## config.mk

```make
export PLATFORM = sky130hd
export DESIGN_NAME = mem_wb_stage_buf
export DESIGN_NICKNAME = d
export VERILOG_FILES = /design/src/rtl/mem_wb_stage_buf.sv
export SDC_FILE = /design/constraint.sdc
export NUM_CORES = 1
export LEC_CHECK = 0
export CAP_MARGIN = 10
export CORE_ASPECT_RATIO = 0.75
export CORE_MARGIN = 1
export CORE_UTILIZATION = 35
export CTS_CLUSTER_DIAMETER = 80
export DETAILED_ROUTE_END_ITERATION = 16
export GPL_ROUTABILITY_DRIVEN = 0
export PLACE_DENSITY_LB_ADDON = 0.15
export SYNTH_ARGS = -nofsm -noshare
export SYNTH_HDL_FRONTEND = slang
export SYNTH_SLANG_ARGS = --single-unit
```

## constraint.sdc

```tcl
create_clock -name clk -period 2.3 [get_ports clk]
set_input_delay 0.46 -clock clk [delete_from_list [all_inputs] [get_ports clk]]
set_output_delay 0.46 -clock clk [all_outputs]
set_load 0.02 [all_outputs]
```

## src/rtl/mem_wb_stage_buf.sv

```systemverilog
// MEM/WB pipeline stage register with valid/ready handshake, flush and an
// optional two-entry skid buffer that lets in_ready come straight from a flop.
module mem_wb_stage_buf #(
    parameter int XLEN   = 32,
    parameter int RD_W   = 5,
    parameter int RSRC_W = 2,
    parameter int SKID   = 1
) (
    input  logic              clk,
    input  logic              rst,
    input  logic              flush,
    input  logic              in_valid,
    output logic              in_ready,
    input  logic              WriteM,
    input  logic [RSRC_W-1:0] ResultSrcM,
    input  logic [XLEN-1:0]   ReadDataM,
    input  logic [XLEN-1:0]   AluResultM,
    input  logic [RD_W-1:0]   RdM,
    input  logic [XLEN-1:0]   PCPlus4M,
    output logic              out_valid,
    input  logic              out_ready,
    output logic              WriteW,
    output logic [RSRC_W-1:0] ResultSrcW,
    output logic [XLEN-1:0]   ReadDataW,
    output logic [XLEN-1:0]   AluResultW,
    output logic [RD_W-1:0]   RdW,
    output logic [XLEN-1:0]   PCPlus4W,
    output logic [1:0]        occupancy
);

    localparam int PW = 1 + RSRC_W + 3 * XLEN + RD_W;

    typedef enum logic [1:0] {
        ST_EMPTY = 2'd0,
        ST_ONE   = 2'd1,
        ST_TWO   = 2'd2
    } state_t;

    logic [PW-1:0] in_pl_s;
    logic [PW-1:0] main_r;
    logic          out_valid_r;
    logic [1:0]    occ_r;
    logic          in_ready_s;
    logic          accept_s;
    logic          consume_s;
    logic          held_write_s;

    assign in_pl_s   = {WriteM, ResultSrcM, ReadDataM, AluResultM, RdM, PCPlus4M};
    assign accept_s  = in_valid & in_ready_s & ~flush;
    assign consume_s = out_valid_r & out_ready;

    assign {held_write_s, ResultSrcW, ReadDataW, AluResultW, RdW, PCPlus4W} = main_r;

    // A bubble or an x0 destination must never reach the register file.
    assign WriteW    = out_valid_r & held_write_s & (RdW != {RD_W{1'b0}});
    assign out_valid = out_valid_r;
    assign occupancy = occ_r;
    assign in_ready  = in_ready_s;

    generate
        if (SKID == 0) begin : g_single
            logic valid_nxt_s;

            assign in_ready_s = ~out_valid_r | out_ready;

            // Next valid for the single entry; flush wins over a new beat.
            always_comb begin
                valid_nxt_s = out_valid_r;
                if (flush) begin
                    valid_nxt_s = 1'b0;
                end else if (accept_s) begin
                    valid_nxt_s = 1'b1;
                end else if (consume_s) begin
                    valid_nxt_s = 1'b0;
                end else begin
                    valid_nxt_s = out_valid_r;
                end
            end

            // Entry register; payload only moves on an accepted beat.
            always_ff @(posedge clk) begin
                if (rst) begin
                    out_valid_r <= 1'b0;
                    occ_r       <= 2'd0;
                    main_r      <= {PW{1'b0}};
                end else begin
                    out_valid_r <= valid_nxt_s;
                    occ_r       <= {1'b0, valid_nxt_s};
                    if (accept_s) begin
                        main_r <= in_pl_s;
                    end
                end
            end
        end else begin : g_skid
            state_t        state_r;
            state_t        state_hs_s;
            state_t        state_nxt_s;
            logic [PW-1:0] skid_r;
            logic          in_ready_r;
            logic          load_main_s;
            logic          load_skid_s;
            logic          move_s;

            assign in_ready_s  = in_ready_r;
            assign state_nxt_s = flush ? ST_EMPTY : state_hs_s;

            // Handshake-driven transitions and payload steering.
            always_comb begin
                state_hs_s  = state_r;
                load_main_s = 1'b0;
                load_skid_s = 1'b0;
                move_s      = 1'b0;
                case (state_r)
                    ST_EMPTY: begin
                        if (accept_s) begin
                            state_hs_s  = ST_ONE;
                            load_main_s = 1'b1;
                        end else begin
                            state_hs_s = ST_EMPTY;
                        end
                    end
                    ST_ONE: begin
                        if (accept_s && !consume_s) begin
                            state_hs_s  = ST_TWO;
                            load_skid_s = 1'b1;
                        end else if (!accept_s && consume_s) begin
                            state_hs_s = ST_EMPTY;
                        end else if (accept_s && consume_s) begin
                            state_hs_s  = ST_ONE;
                            load_main_s = 1'b1;
                        end else begin
                            state_hs_s = ST_ONE;
                        end
                    end
                    ST_TWO: begin
                        if (consume_s) begin
                            state_hs_s = ST_ONE;
                            move_s     = 1'b1;
                        end else begin
                            state_hs_s = ST_TWO;
                        end
                    end
                    default: begin
                        state_hs_s = ST_EMPTY;
                    end
                endcase
            end

            // State, flag and payload registers; flags derive from next state.
            always_ff @(posedge clk) begin
                if (rst) begin
                    state_r     <= ST_EMPTY;
                    in_ready_r  <= 1'b1;
                    out_valid_r <= 1'b0;
                    occ_r       <= 2'd0;
                    main_r      <= {PW{1'b0}};
                    skid_r      <= {PW{1'b0}};
                end else begin
                    state_r     <= state_nxt_s;
                    in_ready_r  <= (state_nxt_s != ST_TWO);
                    out_valid_r <= (state_nxt_s != ST_EMPTY);
                    occ_r       <= (state_nxt_s == ST_TWO) ? 2'd2 :
                                   (state_nxt_s == ST_ONE) ? 2'd1 : 2'd0;
                    if (load_main_s) begin
                        main_r <= in_pl_s;
                    end else if (move_s) begin
                        main_r <= skid_r;
                    end
                    if (load_skid_s) begin
                        skid_r <= in_pl_s;
                    end
                end
            end
        end
    endgenerate

endmodule

```

# --- Word-level counts from Yosys, hierarchy flattened ---
# Index checks and enable logic that the tools add are counted.
op_classes:
  mux: 19
  bitwise: 6
  n_reduce_logical: 10
  eq_ne: 5
op_table:
  columns: ["op", "count"]
  rows:
  - ["two-way mux 104 bit", 2]
  - ["two-way mux 1 bit", 11]
  - ["two-way mux 2 bit", 4]
  - ["one-hot mux 2 bit (3 select lines)", 1]
  - ["AND 1 bit", 5]
  - ["nonzero test 5 bit", 1]
  - ["equality test 2 x 1 -> 1 bit (second input constant)", 2]
  - ["equality test 2 bit (second input constant)", 2]
  - ["nonzero test 2 bit", 2]
  - ["logical AND 1 bit", 3]
  - ["zero test 1 bit", 2]
  - ["zero test 2 bit", 1]
  - ["inequality test 2 bit (second input constant)", 1]
  - ["one-hot mux 1 bit (2 select lines)", 1]
  - ["OR reduction 2 bit", 1]
  - ["NOT 1 bit", 1]
word_totals:
  elab_cells: 47
  output_inout_bits: 108
  inputBits: 109
  reg_bits: 214

# --- Longest topological paths before layout ---
depth:
  word_depth: 11
  depth_mapped: 8
  depth_no_buf: 6

# --- Worst setup path before layout ---
# No wires, ideal clock.
synth_path:
  path_type: "flip-flop to flip-flop"
  start: "reg out_valid_r, in the netlist out_valid"
  end: "reg main_r[33]"
  path_buffers: 3
  path_slack_ps: 378
  required_ps: 2156
  setup_time_ps: 144
  synth_period_minus_slack_ps: 1922
  path_stages_with_launch: 9
  arrival_time_ps: 1778
  path_cell_list: "dfxtp_1 -> and2_1 -> clkbuf_1 -> ha_1 -> nand2_1 -> nand2_1 -> buf_2 -> clkbuf_1 -> a221oi_1"
synth_via:
  elab_chain_cells: 7
  elab_cells_between_ends: 13
  classes_between: "7 x mux; 1 x bitwise; 5 x reduce/logical"
synth_rtl:
  columns: ["element", "line_no", "source"]
  rows:
  - ["from (decl)", "41", "logic out_valid_r;"]
  - ["from (signal assigned)", "161", "out_valid_r <= (state_nxt_s != ST_EMPTY);"]
  - ["AND 1 bit *", "50", "assign consume_s = out_valid_r & out_ready;"]
  - ["logical AND 1 bit", "128", "end else if (accept_s && consume_s) begin"]
  - ["two-way mux 1 bit", "128", null]
  - ["two-way mux 1 bit", "126", "end else if (!accept_s && consume_s) begin"]
  - ["two-way mux 1 bit", "123", "if (accept_s && !consume_s) begin"]
  - ["one-hot mux 1 bit (2 select lines)", "113", "case (state_r)"]
  - ["two-way mux 104 bit or nonzero test 2 bit (tied branches)", null, null]
  - ["to (signal assigned)", "156", "main_r <= {PW{1'b0}};"]
  - ["to (signal assigned)", "165", "main_r <= in_pl_s;"]
  - ["to (signal assigned)", "167", "main_r <= skid_r;"]
  - ["to (decl)", "40", "logic [PW-1:0] main_r;"]
# Every way passes the cells marked *; elsewhere a longest branch is shown, timed or not.
# A chain may end at the register's enable or synchronous reset.

# --- Worst setup path in the final report ---
layout_path:
  start: "reg main_r[32]"
  end: "out WriteW"
layout_via:
  elab_chain_cells: 2
layout_rtl:
  columns: ["element", "line_no", "source"]
  rows:
  - ["nonzero test 5 bit", "55", "assign WriteW = out_valid_r & held_write_s & (RdW != {RD_W{1'b0}});"]
  - ["AND 1 bit", "55", null]
  - ["to (decl)", "22", "output logic WriteW,"]
# No other way between the ends.

==> results.md <==
- Slew Viols, Final: 0
- Total power: 0.00894 W
- Number of synthesized flops with an enable pin: 0
- Peak Freq: roughly 0.47 GHz
- RSZ-0062 raised after global routing: no
- Multi-input gate area: slightly below 5000 µm²
- DP Wirelength: ~16000 µm
- WS Path Type: reg -> out
- Arrival time worst endpoint: between 1.5 and 2 ns
- R2R setup slack: between 0.5 and 0.6 ns
- Critical-path cell list: or3_1 -> o311a_1 -> clkbuf_2
- Drt first-iter violations: 268
- Port Buf Inserts: ~220
- Crit-path max FO: 2
- # rows: 54
- Global-route wire length before repair: around 42000 µm
- Die Y: ~150 µm
- Syn nets: about 1200
- Endpoints failing hold: 0
- Worst skew pair latency: between 0.5 and 0.6 ns
- Fin crit period: about 2.1 ns
- Post-synthesis cell area: about 10000 µm²
- Worst-path clk slew: 0.06 ns
- Cell Pwr Density: 682 nW/µm²
- TritonCTS clock tree: yes
- Vias in the first global route: 7469
- Worst-Margin Slew: a little under 0.6 ns
- Hold wc startpoint: rst
- Placed insts: roughly 1500
- Detail Route Antenna Nets: 0
- Initial antenna violation count: 1
- Fin nets: between 1000 and 1500
- GRT Overall Usage: about 17%
- Routed len/inst: ~17 µm
- R2r startpoint: g_skid.state_r[0]
- Clock Tree Buf Depth: 3
- First-pass detailed-route iteration total: 4
- Die Area: just over 30000 µm²
- FILL cells: between 2000 and 3000
- Grt ovf: 0
- Top FF cell, synth: dfxtp_1
- Root buffer cell: clkbuf_16
- CTS Buf Count: 24
- IO Count: roughly 220
- Flops & latches, synth: about 210
- CP max stage delay: ~0.37 ns
- Most common cell after layout, fill and taps aside: clkdlybuf4s50_1
- Core area: slightly below 30000 µm²
- MaxCap Viol Count: 0
- Synthesis warning total: 0
- Antenna diodes: 0
- Hold crit path type: in -> reg
- Commonest non-fill, non-tap cells in the layout: clkdlybuf4s50_1 (214), dfxtp_1 (213), nand2b_1 (209)
- Die span in x: between 200 and 250 µm
- CP Launch Point: main_r[32]
- Starting Density: 35.8%
- Area grow syn2layout: 25.3%
- Run status: complete, no violations
- Seq/Total Area, Yosys: between 40 and 50%
- CP top delay family: simple AND/OR/NAND/NOR gates
- Static leakage: 5.25 nW
- WP data required: about 1.8 ns
- Async set-or-reset flop fraction in the synthesized netlist: 0%
- Worst setup EP type: output pin
- Final wirelength: 26100 µm
- Finished Layout Cells: around 1600
- Worst path slowest cell: or3_1
- CTS H-tree lvls: 1
- Buf/Inv on CP: 1
- Peak VDD IR: roughly 0.51 mV
- Sink Count: about 210
- Syn Area/Cell: 9.82 µm²
- Post-CTS Hold Buffers: 0
- Synth unique cells: 32
- Reg area: between 4000 and 5000 µm²
- Tcrit/Tclk final: roughly 90%
- Endpoints failing setup: 0
- Share of cells above drive strength 1: under 10%
- Vias per Instance: slightly below 5
- Total number of vias: between 7000 and 8000
- Worst slew margin relative to its limit: between 60% and 70%
- Largest net degree at the start of global routing: approximately 130
- Clock skew: 0.00676 ns
- Startpoint Class: flip-flop
- Post-Syn Instances: between 1000 and 1500
- Remaining DRCs: 0
==> sequential cells by signal (all words and copies together) (netlist names) <==
register	cells
out_valid	1
occupancy	2
main_r	104
g_skid.skid_r	104
g_skid.state_r	2
in_ready	1
==> per-layer routing <==
metal | wire length (µm) | vias to the layer above | part of all wire [%] | track usage (%)
met2 | 11100 | 150 | 43 | 25.5
li1 | - | 3754 | - | -
met4 | 411 | 0 | 1.6 | 3.94
met1 | 12900 | 3577 | 49 | 23.7
met5 | 0 | - | 0 | 0
met3 | 1730 | 27 | 6.6 | 5.00
==> cells by family after synthesis <==
kind of cell	synth area share, %
flops	40.9
compound gates	9.60
simple gates	17.3
mux	19.9
fa+ha+maj	0.120
buf+inv	12.2
==> Yosys cell counts (2+ instances only) <==
library cell / n / share of area (%)
dfxtp_1: 214 / 41
nand2b_1: 209 / 12
mux2i_1: 208 / 20
buf_4: 112 / 8.0
nor2_1: 104 / 3.7
a221oi_1: 100 / 8.4
clkbuf_1: 57 / 2.0
buf_2: 13 / 0.62
buf_6: 8 / 0.86
buf_1: 5 / 0.18
a221oi_2: 4 / 0.57
a31oi_1: 3 / 0.18
buf_8: 3 / 0.43
nor2b_1: 3 / 0.18
or3_1: 3 / 0.18
a21o_1: 2 / 0.14
nand2_1: 2 / 0.072
nor3_1: 2 / 0.096
==> area by class of cell <==
cell class | instances | area share [%]
multi-input combinational | 653 | 37.6
sequential | 214 | 32.7
timing repair buffer | 250 | 20.0
clock buffer | 38 | 5.75
tap | 392 | 3.74
clock inverter | 5 | 0.210
inverter | 1 | 0.0286
==> worst paths after layout <==
| check | cells past startpoint | endpoint |
|---|---|---|
| worst max-delay path | 3 | WriteW |
| worst min-delay path | 2 | main_r[21] |
| worst max register to register | 5 | g_skid.skid_r[82] |
| worst min register to register | 2 | g_skid.skid_r[100] |
==> worst register-to-register path: stages (launching register included) <==
cell	delay [ns]
dfxtp_1	0.46
nor2b_1	0.23
nor3b_2	0.30
buf_4	0.24
buf_12	0.22
mux2i_1	0.23
==> through the flow <==
| stage | utilization [%] | area [µm²] | worst slack [ns] | hold WS [ns] | setup TNS (ns) |
|---|---|---|---|---|---|
| detailed placement | 42.2 | 12300 | -0.0414 | 0.463 | -0.188 |
| floorplan | - | 10500 | 0.378 | 0.448 | 0 |
| finish | 44.8 | 13100 | 0.183 | 0.349 | 0 |
| global route | 44.8 | 13100 | 0.110 | 0.368 | 0 |
| CTS | 44.9 | 13100 | 0.00549 | 0.334 | 0 |
| global placement | 42.2 | 12300 | 0.0295 | 0.461 | 0 |
==> where the power goes <==
group | switching, W | internal, W | total (W)
clock | 0.00156 | 0.00224 | 0.00380
sequential | 0.0000819 | 0.00385 | 0.00393
combinational | 0.000561 | 0.000644 | 0.00121
==> what timing repair did <==
action                                  4_1_cts  5_1_grt
endpoints found under the setup margin        1        1
gates resized for setup                       2        1
cloned                                        0        0
pin swaps                                     0        0
setup buffers                                 0        0
Power figures use the tool's default switching activity.
